==> src/rtl/axis_pixel_pack_pkg.sv <==
// Shared pixel/word types and geometry defaults for the pixel packing output stage.
package axis_pixel_pack_pkg;
  localparam int PIX_W     = 8;
  localparam int LANES     = 4;
  localparam int OUT_W     = LANES * PIX_W;
  localparam int IMG_W_DEF = 640;
  localparam int IMG_H_DEF = 480;

  typedef logic [PIX_W-1:0] pixel_t;
  typedef logic [OUT_W-1:0] word_t;

  function automatic int cntWidth(input int n);
    return (n > 1) ? $clog2(n) : 1;
  endfunction
endpackage

==> src/rtl/axis_pixel_pack_if.sv <==
// AXI4-Stream style bundle (data, valid, ready, last) shared by the pixel input and word output.
interface axis_pixel_pack_if #(parameter int W = 8);
  logic [W-1:0] tdata;
  logic         tvalid;
  logic         tready;
  logic         tlast;

  modport master (output tdata, tvalid, tlast, input tready);
  modport slave  (input tdata, tvalid, tlast, output tready);
endinterface

==> src/rtl/axis_pixel_pack_word_reg.sv <==
// One-entry AXIS output register: holds data/last stable while valid is stalled by ready.
module axis_pixel_pack_word_reg #(
  parameter int W = 32
) (
  input  logic         clk,
  input  logic         rst,
  input  logic         in_valid_i,
  output logic         in_ready_o,
  input  logic [W-1:0] in_data_i,
  input  logic         in_last_i,
  output logic         out_valid_o,
  input  logic         out_ready_i,
  output logic [W-1:0] out_data_o,
  output logic         out_last_o
);
  logic         valid_q;
  logic [W-1:0] data_q;
  logic         last_q;

  assign in_ready_o  = !valid_q || out_ready_i;
  assign out_valid_o = valid_q;
  assign out_data_o  = data_q;
  assign out_last_o  = last_q;

  always_ff @(posedge clk) begin
    if (rst) begin
      valid_q <= 1'b0;
      data_q  <= '0;
      last_q  <= 1'b0;
    end else if (in_valid_i && in_ready_o) begin
      valid_q <= 1'b1;
      data_q  <= in_data_i;
      last_q  <= in_last_i;
    end else if (out_ready_i) begin
      valid_q <= 1'b0;
    end
  end
endmodule

==> src/rtl/axis_pixel_pack.sv <==
// Packs LANES pixels per beat into the DMA-facing word stream, tracks frame geometry,
// regenerates tlast at frame end and flags short/long frames from upstream.
module axis_pixel_pack
  import axis_pixel_pack_pkg::*;
#(
  parameter int IMG_W = IMG_W_DEF,
  parameter int IMG_H = IMG_H_DEF
) (
  input  logic                    clk,
  input  logic                    rst,
  axis_pixel_pack_if.slave        axis_i,
  axis_pixel_pack_if.master       axis_o,
  output logic                    frame_done,
  output logic                    err_short,
  output logic                    err_long,
  output logic [15:0]             frame_cnt
);
  localparam int CW = cntWidth(IMG_W);
  localparam int RW = cntWidth(IMG_H);
  localparam int LW = cntWidth(LANES);

  logic [LW-1:0] lane_q, lane_d;
  logic [CW-1:0] col_q, col_d;
  logic [RW-1:0] row_q, row_d;
  word_t         pack_q, pack_d;
  logic          frameDone_q, frameDone_d;
  logic          errShort_q, errShort_d;
  logic          errLong_q, errLong_d;
  logic [15:0]   frameCnt_q, frameCnt_d;

  logic          regReady;
  logic          accept;
  logic          geoFinal;
  logic          frameEnd;
  logic          wordDone;
  logic          outLastHs;
  pixel_t        pix;
  word_t         wordNext;

  assign pix       = pixel_t'(axis_i.tdata);
  assign axis_i.tready = !rst && regReady;
  assign accept    = axis_i.tvalid && axis_i.tready;
  assign geoFinal  = (col_q == CW'(IMG_W - 1)) && (row_q == RW'(IMG_H - 1));
  assign frameEnd  = geoFinal || axis_i.tlast;
  assign wordDone  = (lane_q == LW'(LANES - 1)) || frameEnd;
  assign outLastHs = axis_o.tvalid && axis_o.tready && axis_o.tlast;
  // Lanes above the current one are still zero in pack_q, which gives free zero padding.
  assign wordNext  = pack_q | (word_t'(pix) << (PIX_W * int'(lane_q)));

  always_comb begin
    lane_d      = lane_q;
    col_d       = col_q;
    row_d       = row_q;
    pack_d      = pack_q;
    errShort_d  = accept && axis_i.tlast && !geoFinal;
    errLong_d   = accept && geoFinal && !axis_i.tlast;
    frameDone_d = outLastHs;
    frameCnt_d  = frameCnt_q + 16'(outLastHs);
    if (accept) begin
      if (frameEnd) begin
        lane_d = '0;
        col_d  = '0;
        row_d  = '0;
        pack_d = '0;
      end else begin
        lane_d = wordDone ? '0 : lane_q + LW'(1);
        pack_d = wordDone ? '0 : wordNext;
        if (col_q == CW'(IMG_W - 1)) begin
          col_d = '0;
          row_d = row_q + RW'(1);
        end else begin
          col_d = col_q + CW'(1);
        end
      end
    end
  end

  always_ff @(posedge clk) begin
    if (rst) begin
      lane_q      <= '0;
      col_q       <= '0;
      row_q       <= '0;
      pack_q      <= '0;
      frameDone_q <= 1'b0;
      errShort_q  <= 1'b0;
      errLong_q   <= 1'b0;
      frameCnt_q  <= '0;
    end else begin
      lane_q      <= lane_d;
      col_q       <= col_d;
      row_q       <= row_d;
      pack_q      <= pack_d;
      frameDone_q <= frameDone_d;
      errShort_q  <= errShort_d;
      errLong_q   <= errLong_d;
      frameCnt_q  <= frameCnt_d;
    end
  end

  assign frame_done = frameDone_q;
  assign err_short  = errShort_q;
  assign err_long   = errLong_q;
  assign frame_cnt  = frameCnt_q;

  axis_pixel_pack_word_reg #(.W(OUT_W)) u_word_reg (
    .clk         (clk),
    .rst         (rst),
    .in_valid_i  (accept && wordDone),
    .in_ready_o  (regReady),
    .in_data_i   (wordNext),
    .in_last_i   (frameEnd),
    .out_valid_o (axis_o.tvalid),
    .out_ready_i (axis_o.tready),
    .out_data_o  (axis_o.tdata),
    .out_last_o  (axis_o.tlast)
  );
endmodule

==> src/flat_wrapper.sv <==
// flat-port wrapper written by rule: the top's interface ports become plain ports
module axis_pixel_pack_flat import axis_pixel_pack_pkg::*;
#(
  parameter int IMG_W = IMG_W_DEF,
  parameter int IMG_H = IMG_H_DEF
)
  (clk, rst, frame_done, err_short, err_long, frame_cnt, axis_i_tdata, axis_i_tvalid, axis_i_tlast, axis_i_tready, axis_o_tdata, axis_o_tvalid, axis_o_tlast, axis_o_tready);
  axis_pixel_pack_if #(.W(8)) axis_i_i ();
  axis_pixel_pack_if #(.W(32)) axis_o_i ();
  input  logic clk;
  input  logic rst;
  output logic frame_done;
  output logic err_short;
  output logic err_long;
  output logic [15:0] frame_cnt;
  input wire logic [$bits(axis_i_i.tdata)-1:0] axis_i_tdata;
  input wire logic [$bits(axis_i_i.tvalid)-1:0] axis_i_tvalid;
  input wire logic [$bits(axis_i_i.tlast)-1:0] axis_i_tlast;
  output wire logic [$bits(axis_i_i.tready)-1:0] axis_i_tready;
  output wire logic [$bits(axis_o_i.tdata)-1:0] axis_o_tdata;
  output wire logic [$bits(axis_o_i.tvalid)-1:0] axis_o_tvalid;
  output wire logic [$bits(axis_o_i.tlast)-1:0] axis_o_tlast;
  input wire logic [$bits(axis_o_i.tready)-1:0] axis_o_tready;
  assign axis_i_i.tdata = axis_i_tdata;
  assign axis_i_i.tvalid = axis_i_tvalid;
  assign axis_i_i.tlast = axis_i_tlast;
  assign axis_i_tready = axis_i_i.tready;
  assign axis_o_tdata = axis_o_i.tdata;
  assign axis_o_tvalid = axis_o_i.tvalid;
  assign axis_o_tlast = axis_o_i.tlast;
  assign axis_o_i.tready = axis_o_tready;
  axis_pixel_pack #(.IMG_W(IMG_W), .IMG_H(IMG_H)) u_core (.clk(clk), .rst(rst), .axis_i(axis_i_i), .axis_o(axis_o_i), .frame_done(frame_done), .err_short(err_short), .err_long(err_long), .frame_cnt(frame_cnt));
endmodule
==> config.mk <==
export PLATFORM = sky130hd
export DESIGN_NAME = axis_pixel_pack_flat
export DESIGN_NICKNAME = d
export VERILOG_FILES = /design/src/rtl/axis_pixel_pack_pkg.sv /design/src/rtl/axis_pixel_pack_if.sv /design/src/rtl/axis_pixel_pack_word_reg.sv /design/src/rtl/axis_pixel_pack.sv /design/src/flat_wrapper.sv
export SDC_FILE = /design/constraint.sdc
export NUM_CORES = 1
export LEC_CHECK = 0
export CAP_MARGIN = 10
export CORE_ASPECT_RATIO = 1.4
export CORE_MARGIN = 2
export CORE_UTILIZATION = 51
export CTS_BUF_LIST = sky130_fd_sc_hd__clkbuf_8
export DETAILED_ROUTE_END_ITERATION = 6
export PLACE_DENSITY = 0.89
export SKIP_LAST_GASP = 1
export SYNTH_ARGS = -nofsm -noshare
export SYNTH_HDL_FRONTEND = slang
export SYNTH_HIERARCHICAL = 1
export SYNTH_SLANG_ARGS = --single-unit
==> constraint.sdc <==
create_clock -name clk -period 2.3 [get_ports clk]
set_clock_uncertainty 0.2 [all_clocks]
set_input_delay 0.46 -clock clk [delete_from_list [all_inputs] [get_ports clk]]
set_output_delay 0.46 -clock clk [all_outputs]
set_load 0.01 [all_outputs]
==> impl_metrics.csv, run 1 <==
group,metric,value,unit
run_status,status,"finished, final reports clean",
global_route,grt_max_degree,47,
cells_and_area,layout-drive-gt1-share,17.9,%
detailed_routing,drt_iter0_drc,358,
detailed_routing,drt-total-wl,12000,um
global_route,grt_usage,22.8,%
detailed_routing,dr.pass1.iters,6,
synth,synth_ff_type,"dfxtp_1",
placed_design,hpwl,7950,um
power_and_ir_drop,max-vdd-ir-drop,0.268,mV
global_route,grt_util_met1,27.7,%
setup_path,path_cells,"ha_4 -> nand3_2 -> or4_4 -> o21bai_4 -> o21a_4 -> clkbuf_16 -> a21bo_1 -> a21oi_2",
global_route,grt_pass1_vias,4059,
synth,syn_area,4920,um^2
global_route,gr-usage-met3,3.09,%
floorplan,die_w,87.0,um
setup_path,crit_slowest_cell,"or4_4",
power_and_ir_drop,intPower,2450,uW
synth,synth_warnings,6,
min_path,worstHoldStart,"rst",
clock_tree,cts_hold_buf,0,
power_and_ir_drop,pwr-share-seq,57.6,%
detailed_routing,vias_per_cell,5.82,
setup_path,startpoint,"u_core/row_q[1]$_SDFFE_PP0P_",
timing,finalCriticalPeriod,2260,ps
timing,slew_violations,0,
run,maxCapViolCount,0,
floorplan,core_area,9410,um^2
detailed_routing,route.detailed.drc,0,
timing,fmax,442,MHz
setup_path,r2r_start,"u_core/row_q[1]$_SDFFE_PP0P_",
detailed_routing,via_count,4288,
placed_design,gp_congestion,0.944,
timing,hold_ws,164,ps
setup_path,path_class,"register to register",
synth,syn-instance-count,544,
detailed_routing,wl_per_cell,16.3,um
power_and_ir_drop,p_clk_share,33.6,%
setup_path,end_kind,"register",
setup_path,cp_num_buf_inv,1,
clock_tree,h-tree-depth,3,
synth,syn_avg_cell_area,9.04,um^2
floorplan,initial_core_util,52.3,%
cells_and_area,final_area,6110,um^2
floorplan,io-pin-count,67,
synth,yosysSeqAreaShare,43.2,%
timing,finalHoldViolCount,0,
global_route,grt_pass1_wl,19000,um
global_route,met2_usage,37.3,%
setup_path,cp_max_fo,17,
placed_design,io_buffers,66,
setup_path,cp_data_arrival_time,2320,ps
floorplan,rows,42,
synth,ys_types,53,
global_route,overflow,0,
clock_tree,clockBufferDepth,2,
power_and_ir_drop,comb_power_share,8.8,%
setup_path,start_kind,"register",
synth,synth_edf_count,0,
power_and_ir_drop,power.density,528,nW/um^2
timing,tightest_slew,602,ps
power_and_ir_drop,p_switching,776,uW
cells_and_area,fillers,729,
cells_and_area,stdcell_count,737,
clock_tree,cts_tree,"yes",
setup_path,max_stage_delay,570,ps
setup_path,cp.required,2360,ps
power_and_ir_drop,p_leak,0.00231,uW
timing,setup_viol,0,
placed_design,placed_area,5850,um^2
floorplan,die_area,10500,um^2
min_path,hold_class,"input pin to register",
cells_and_area,layout_common_cells,"dfxtp_1, nand2_1, clkdlybuf4s50_1, nand3_1, a21oi_2",
cells_and_area,syn_to_final_growth,24.3,%
detailed_routing,postRouteAntennaNets,0,
placed_design,place_inst,721,
synth,syn_nets,562,
clock_tree,cts_root_buf,"clkbuf_8",
global_route,grt.busiest_layer,"met2",
global_route,antenna_found_initial,0,
cells_and_area,antenna_cells,0,
setup_path,crit_family,"simple AND/OR/NAND/NOR gates",
clock_tree,cts_made_buffers,9,
synth,ys_ff_latch,106,
cells_and_area,fin_nets,643,
clock_tree,path_clk_slew,90,ps
power_and_ir_drop,swShare,24.0,%
clock_tree,clk_latency,380,ps
cells_and_area,layout_commonest_cell,"dfxtp_1",
synth,synthArstFlopShare,0,%
timing,timing.slew.headroom,59.8,%
floorplan,dieHeight,120,um
timing,fin_crit_sh,98.3,%
clock_tree,cts_sinks,106,
-- metrics by stage --
step | setup WS (ps) | utilization, % | setup TNS, ps | power, uW
after global routing | -9.08 | 65.0 | -59.5 | 3330
after floorplan | 4.49 | - | 0 | 2060
after global placement | -160 | 62.2 | -4750 | 2160
final | 38.7 | 65.0 | 0 | 3230
after detailed placement | -220 | 62.2 | -7410 | 2160
after CTS | 14.0 | 64.0 | 0 | 3220
-- flip-flops by register name, summed over array words and instances (netlist names) --
register,count
u_core/frame_cnt,16
u_core/lane_q,2
u_core/pack_q,32
u_core/err_long,1
u_core/row_q,9
u_core/col_q,10
u_core/err_short,1
u_core/u_word_reg/out_data_o,32
u_core/u_word_reg/out_last_o,1
u_core/u_word_reg/out_valid_o,1
u_core/frame_done,1
-- path summary, 6_finish.rpt --
check                                                                     to  slack [ps]  cells past startpoint
worst max register to register  u_core/u_word_reg/out_data_o[8]$_SDFFE_PP0P_          40                      8
worst min register to register                u_core/pack_q[21]$_SDFFE_PP0P_         250                      2
worst min-delay path                            u_core/col_q[1]$_SDFFE_PP0P_         160                      2
worst max-delay path            u_core/u_word_reg/out_data_o[8]$_SDFFE_PP0P_          40                      8
-- power by group through the flow --
stage | clock network, uW | logic (uW) | registers, uW
after floorplan | 0 | 160 | 1900
after global placement | 0 | 256 | 1900
after detailed placement | 0 | 263 | 1900
after CTS | 1100 | 265 | 1860
after global routing | 1170 | 301 | 1860
final | 1080 | 283 | 1860
-- routing by layer --
metal  part of all wire, %  routed length (um)
met1                    42                4980
met2                    50                6020
met3                   4.7                 567
met4                   3.6                 430
met5                     0                   0
-- Yosys cell counts, types with 6 or more instances --
cell type  number  area share (%)
buf_6          10             2.3
a21o_1         24             3.7
xor2_1          6             1.1
dfxtp_1       106              43
nor2b_1         8             1.0
a21oi_1        12             1.2
o21ai_0        33             3.4
nand3_1        50             5.1
a21bo_1        33             6.7
inv_1          17             1.3
xnor2_1        13             2.3
nand2_1        70             5.3
a21oi_2        34             6.1
o31ai_1         6            0.92
clkbuf_1        9            0.69
or3_1           6            0.76
nor2_1         27             2.1
buf_2          12             1.2
-- cell families after synthesis --
logic type	count (synthesis)	synth area share, %
XOR/XNOR	19	3.39
multiplexers	1	0.229
flip-flops	106	43.2
AND/OR/NAND/NOR	197	20.1
buffers and inverters	53	6.11
adder cells (fa/ha/maj)	5	1.27
AO/OA/AOI/OAI	163	25.8
-- final cells by class --
cell class | instances | area [um^2] | area share (%)
Tap cell | 110 | 138 | 2.25
Clock inverter | 4 | 47.5 | 0.778
Multi-Input combinational cell | 385 | 2540 | 41.6
Timing Repair Buffer | 106 | 1060 | 17.4
Sequential cell | 106 | 2130 | 34.8
Inverter | 17 | 63.8 | 1.04
Clock buffer | 9 | 124 | 2.03
-- timing repair --
| action | in CTS | in global routing |
|---|---|---|
| gates resized for setup | 2 | 3 |
| pin swaps | 0 | 2 |
| gates cloned | 0 | 2 |
| buffers inserted | 0 | 1 |
| setup endpoints to repair | 24 | 45 |
No activity file was read; power rests on OpenSTA's default activity.
==> run 2: changes to the inputs <==
--- a/config.mk
+++ b/config.mk
@@ -6,12 +6,14 @@
 export NUM_CORES = 1
 export LEC_CHECK = 0
 export CAP_MARGIN = 10
+export CELL_PAD_IN_SITES_DETAIL_PLACEMENT = 1
+export CELL_PAD_IN_SITES_GLOBAL_PLACEMENT = 2
 export CORE_ASPECT_RATIO = 1.4
 export CORE_MARGIN = 2
-export CORE_UTILIZATION = 51
+export CORE_UTILIZATION = 35
 export CTS_BUF_LIST = sky130_fd_sc_hd__clkbuf_8
 export DETAILED_ROUTE_END_ITERATION = 6
-export PLACE_DENSITY = 0.89
+export PLACE_DENSITY = 0.93
 export SKIP_LAST_GASP = 1
 export SYNTH_ARGS = -nofsm -noshare
 export SYNTH_HDL_FRONTEND = slang
==> constraint.sdc (replaced) <==
create_clock -name clk -period 2.4 [get_ports clk]
set_clock_uncertainty 0.2 [all_clocks]
set_input_delay 0.48 -clock clk [delete_from_list [all_inputs] [get_ports clk]]
set_output_delay 0.48 -clock clk [all_outputs]
set_load 0.01 [all_outputs]
==> impl_metrics.csv, run 2 (synthesis gave the netlist of run 1 again) <==
group,metric,value,unit
run_status,status,"finished, final reports clean",
setup_path,crit_slowest_cell,"clkdlybuf4s50_1",
clock_tree,cts_hold_buf,0,
global_route,grt.busiest_layer,"met2",
setup_path,cp_data_arrival_time,1580,ps
global_route,grt_max_degree,58,
detailed_routing,postRouteAntennaNets,0,
global_route,grt_pass1_wl,21800,um
cells_and_area,layout-drive-gt1-share,17.8,%
setup_path,path_class,"input pin to primary output",
power_and_ir_drop,swShare,24.8,%
cells_and_area,antenna_cells,0,
detailed_routing,vias_per_cell,5.11,
power_and_ir_drop,p_clk_share,35.7,%
timing,timing.slew.headroom,58.8,%
global_route,grt_usage,18.0,%
power_and_ir_drop,power.density,520,nW/um^2
floorplan,die_w,104,um
detailed_routing,dr.pass1.iters,4,
detailed_routing,wl_per_cell,16.3,um
min_path,worstHoldStart,"rst",
floorplan,dieHeight,144,um
power_and_ir_drop,p_switching,787,uW
setup_path,worst_r2r_path_depth,7,
detailed_routing,drt-total-wl,13300,um
floorplan,rows,51,
placed_design,hpwl,9580,um
run,maxCapViolCount,0,
setup_path,reg2reg_to,"u_core/row_q[6]$_SDFFE_PP0P_",
detailed_routing,via_count,4162,
power_and_ir_drop,intPower,2390,uW
setup_path,max_stage_delay,500,ps
setup_path,crit_family,"buffers and inverters",
global_route,grt_util_met1,20.9,%
floorplan,io-pin-count,67,
clock_tree,cts_sinks,106,
timing,finalCriticalPeriod,2260,ps
placed_design,io_buffers,66,
clock_tree,clk_latency,360,ps
floorplan,initial_core_util,35.5,%
timing,tightest_slew,617,ps
cells_and_area,layout_common_cells,"dfxtp_1, nand2_1, clkdlybuf4s50_1, nand3_1, buf_4",
cells_and_area,syn_to_final_growth,24.4,%
min_path,hold_path_end,"u_core/u_word_reg/out_data_o[24]$_SDFFE_PP0P_",
min_path,min_path_cells,2,
timing,slew_violations,0,
global_route,antenna_found_initial,0,
cells_and_area,post-route-util,44.2,%
placed_design,gp_congestion,0.784,
timing,hold_ws,250,ps
floorplan,core_area,13800,um^2
setup_path,r2r_start,"u_core/row_q[0]$_SDFFE_PP0P_",
power_and_ir_drop,comb_power_share,8.1,%
floorplan,die_area,15000,um^2
setup_path,r2r_slack,170,ps
detailed_routing,route.detailed.drc,0,
clock_tree,cts_root_buf,"clkbuf_8",
timing,fin_crit_sh,94.3,%
clock_tree,post_cts_resize_count,1,
global_route,gr-usage-met3,2.39,%
clock_tree,cts_made_buffers,9,
detailed_routing,drt_iter0_drc,181,
setup_path,path_cells,"clkdlybuf4s50_1 -> nand2b_4 -> nor2b_1 -> dlygate4sd2_1",
cells_and_area,fin_nets,643,
setup_path,cp_max_fo,5,
global_route,overflow,0,
global_route,met2_usage,34.0,%
clock_tree,clockBufferDepth,2,
clock_tree,h-tree-depth,3,
power_and_ir_drop,p_leak,0.00229,uW
timing,grt_setup_unrepaired,"no",
power_and_ir_drop,max-vdd-ir-drop,0.220,mV
setup_path,cp.required,1720,ps
cells_and_area,layout_commonest_cell,"dfxtp_1",
timing,finalHoldViolCount,0,
power_and_ir_drop,pwr-share-seq,56.1,%
min_path,hold_class,"input pin to register",
clock_tree,cts_setup_buffers,0,
global_route,grt_pass1_vias,4365,
setup_path,end_kind,"primary output",
clock_tree,path_clk_slew,100,ps
timing,setup_viol,0,
setup_path,cp_num_buf_inv,2,
clock_tree,cts_tree,"yes",
timing,fmax,442,MHz
setup_path,start_kind,"input pin",
## run 2: metal layers
layer | share of wire, % | vias up
met4 | 1.8 | 0
met3 | 2.0 | 12
met2 | 53 | 55
li1 | - | 2054
met1 | 43 | 2041
met5 | 0 | -
## run 2: layout make-up
type,instances,area [um^2]
clock buffer,10,138
clock inverter,6,65.1
fill,1630,7730
inverter,17,63.8
multi-input combinational,385,2500
sequential,106,2120
tap,185,231
timing repair buffer,106,992
## run 2: power groups by stage
stage	clock network (uW)	registers (uW)	logic (uW)
after floorplan	0	1830	149
after global placement	0	1820	254
after detailed placement	0	1830	260
after CTS	1170	1780	261
after global routing	1250	1790	282
final	1130	1780	259
## run 2: worst max-delay path by stage
stage	endpoint	cells after the start	start
after floorplan	u_core/u_word_reg/out_data_o[10]$_SDFFE_PP0P_	9	u_core/col_q[0]$_SDFFE_PP0P_
after global placement	u_core/row_q[0]$_SDFFE_PP0P_	7	axis_o_tready
after detailed placement	u_core/row_q[6]$_SDFFE_PP0P_	6	axis_o_tready
after global routing	u_core/row_q[6]$_SDFFE_PP0P_	7	u_core/row_q[0]$_SDFFE_PP0P_
after CTS	u_core/u_word_reg/out_data_o[18]$_SDFFE_PP0P_	8	u_core/row_q[0]$_SDFFE_PP0P_
final	axis_i_tready	4	axis_o_tready
## run 2: stage by stage
step	total power, uW	std cells	worst slack (ps)	cell area, um^2	TNS [ps]
after CTS	3210	815	111	6110	0
after global routing	3310	815	35.1	6120	0
after floorplan	1980	544	15.0	4920	0
final	3180	815	138	6120	0
after detailed placement	2090	799	-256	5910	-9260
after global placement	2080	799	-149	5910	-6090
## run 2: worst register-to-register path: cells and delay by family, from the launching register on
| kind | cells | cell delay, ps |
|---|---|---|
| flip-flops | 1 | 340 |
| buffers and inverters | 2 | 450 |
| AO/OA/AOI/OAI | 2 | 360 |
| AND/OR/NAND/NOR | 2 | 580 |
| adder cells (fa/ha/maj) | 1 | 190 |
==> run 3: changes to the inputs <==
--- a/config.mk
+++ b/config.mk
@@ -13,6 +13,7 @@
 export CORE_UTILIZATION = 35
 export CTS_BUF_LIST = sky130_fd_sc_hd__clkbuf_8
 export DETAILED_ROUTE_END_ITERATION = 6
+export HOLD_SLACK_MARGIN = 0.06
 export PLACE_DENSITY = 0.93
 export SKIP_LAST_GASP = 1
 export SYNTH_ARGS = -nofsm -noshare
==> constraint.sdc (replaced) <==
create_clock -name clk -period 2.5 [get_ports clk]
set_clock_uncertainty 0.2 [all_clocks]
set_input_delay 0.5 -clock clk [delete_from_list [all_inputs] [get_ports clk]]
set_output_delay 0.5 -clock clk [all_outputs]
set_load 0.01 [all_outputs]
==> impl_metrics.csv, run 3 (synthesis gave the netlist of run 1 again) <==
group,metric,value,unit
floorplan,io-pin-count,67,
setup_path,r2r_start,"u_core/row_q[1]$_SDFFE_PP0P_",
min_path,min_path_cells,2,
min_path,hold_path_end,"u_core/u_word_reg/out_data_o[24]$_SDFFE_PP0P_",
timing,finalHoldViolCount,0,
cells_and_area,layout_common_cells,"dfxtp_1, nand2_1, clkdlybuf4s50_1, nand3_1, a21oi_2",
setup_path,reg2reg_to,"u_core/u_word_reg/out_data_o[29]$_SDFFE_PP0P_",
cells_and_area,final_area,6130,um^2
detailed_routing,postRouteAntennaNets,0,
cells_and_area,fin_nets,638,
timing,setup_ws,160,ps
clock_tree,cts_setup_buffers,0,
detailed_routing,vias_per_cell,5.19,
setup_path,cp_data_arrival_time,2370,ps
detailed_routing,drt-total-wl,13100,um
min_path,hold_class,"input pin to register",
setup_path,start_kind,"register",
placed_design,gp_congestion,0.797,
timing,fin_crit_sh,93.6,%
global_route,grt_max_degree,62,
setup_path,cp.required,2530,ps
global_route,grt_pass1_wl,21900,um
timing,slew_violations,0,
floorplan,dieHeight,144,um
placed_design,io_buffers,66,
timing,hold_ws,245,ps
setup_path,cp_max_fo,37,
timing,finalCriticalPeriod,2340,ps
global_route,grt_pass1_vias,4361,
setup_path,end_kind,"register",
global_route,antenna_found_initial,0,
floorplan,die_w,104,um
global_route,grt_usage,18.0,%
floorplan,initial_core_util,35.5,%
clock_tree,h-tree-depth,3,
floorplan,core_area,13800,um^2
run,maxCapViolCount,0,
floorplan,die_area,15000,um^2
power_and_ir_drop,max-vdd-ir-drop,0.254,mV
clock_tree,clk_latency,360,ps
cells_and_area,layout-drive-gt1-share,16.6,%
placed_design,pre_cts_slack,-201,ps
timing,timing.slew.headroom,60.3,%
timing,fmax,427,MHz
setup_path,worst_r2r_path_depth,8,
power_and_ir_drop,power.density,531,nW/um^2
detailed_routing,route.detailed.drc,0,
clock_tree,cts_made_buffers,9,
setup_path,path_class,"register to register",
run_status,status,"finished, final reports clean",
power_and_ir_drop,pwr-share-seq,52.7,%
cells_and_area,antenna_cells,0,
clock_tree,cts_root_buf,"clkbuf_8",
detailed_routing,drt_iter0_drc,184,
detailed_routing,via_count,4200,
clock_tree,path_clk_slew,100,ps
power_and_ir_drop,p_clk_share,39.8,%
placed_design,placed_area,5880,um^2
cells_and_area,fillers,1632,
setup_path,r2r_slack,160,ps
detailed_routing,wl_per_cell,16.2,um
power_and_ir_drop,intPower,2490,uW
cells_and_area,stdcell_count,810,
clock_tree,clockBufferDepth,2,
detailed_routing,dr.pass1.iters,4,
timing,grt_setup_unrepaired,"no",
placed_design,hpwl,9400,um
min_path,worstHoldStart,"rst",
power_and_ir_drop,swShare,23.3,%
floorplan,rows,51,
clock_tree,cts_sinks,106,
cells_and_area,syn_to_final_growth,24.8,%
clock_tree,cts_tree,"yes",
cells_and_area,layout_commonest_cell,"dfxtp_1",
global_route,overflow,0,
power_and_ir_drop,p_switching,760,uW
placed_design,place_inst,794,
timing,tightest_slew,594,ps
timing,setup_viol,0,
power_and_ir_drop,p_leak,0.00229,uW
power_and_ir_drop,comb_power_share,7.5,%
[run 3: changes by cell type in the layout (fill, tap and decap cells not counted)]
cell,before,now
o21bai_2,1,0
buf_4,37,31
inv_6,1,0
clkinv_2,2,0
bufinv_16,1,3
buf_12,3,4
and3b_2,1,0
dfxtp_2,1,0
clkinvlp_4,1,2
and3b_1,0,1
dfxtp_1,105,106
o21bai_1,0,1
[run 3: timing repair]
item	CTS	global route
hold buffers	0	0
gates resized for setup	1	0
setup endpoints to repair	1	0
[run 3: worst max-delay path, cell delays in order, from the launching register on]
cell and delay (ps):
dfxtp_1 360, ha_1 180, nand3_1 130, or4_4 450, o21bai_1 230, o21a_2 220
buf_12 210, a21bo_1 160, a21oi_2 70
[run 3: power by group through the flow]
stage / sequential, uW / combinational [uW] / clock (uW)
3_3_place_gp: 1750 / 240 / 0
3_5_place_dp: 1750 / 247 / 0
6_report: 1710 / 246 / 1290
2_1_floorplan: 1750 / 143 / 0
4_1_cts: 1710 / 248 / 1340
5_1_grt: 1720 / 267 / 1410
[run 3: how the worst max path moves through the flow]
| stage | slack (ps) | cells after the start | startpoint | to |
|---|---|---|---|---|
| after floorplan | 110 | 9 | u_core/col_q[0]$_SDFFE_PP0P_ | u_core/u_word_reg/out_data_o[10]$_SDFFE_PP0P_ |
| after global placement | -120 | 8 | axis_o_tready | u_core/frame_cnt[14]$_SDFF_PP0_ |
| after detailed placement | -200 | 8 | axis_o_tready | u_core/frame_cnt[12]$_SDFF_PP0_ |
| after CTS | 150 | 8 | u_core/row_q[0]$_SDFFE_PP0P_ | u_core/u_word_reg/out_data_o[29]$_SDFFE_PP0P_ |
| after global routing | 9 | 7 | u_core/row_q[2]$_SDFFE_PP0P_ | u_core/u_word_reg/out_data_o[29]$_SDFFE_PP0P_ |
| final | 160 | 8 | u_core/row_q[1]$_SDFFE_PP0P_ | u_core/u_word_reg/out_data_o[29]$_SDFFE_PP0P_ |
[run 3: stage by stage]
stage | setup TNS (ps) | power, uW | utilization, %
finish | 0 | 3250 | 44.3
global route | 0 | 3400 | 44.3
CTS | 0 | 3300 | 44.3
detailed placement | -3750 | 2000 | 42.5
global placement | -1090 | 1990 | 42.5
floorplan | 0 | 1900 | -
[run 3: final cells by class]
type	count	area [um^2]	area share (%)
sequential	106	2120	34.6
inverter	17	63.8	1.04
timing repair buffer	101	967	15.8
clock inverter	6	114	1.86
clock buffer	10	138	2.24
tap	185	231	3.77
multi-input combinational	385	2500	40.7
[run 3: per-layer routing]
layer / track usage, % / routed length, um
met3: 2.97 / 367
met2: 32.3 / 6970
met4: 6.40 / 235
met5: 0 / 0
met1: 21.7 / 5550
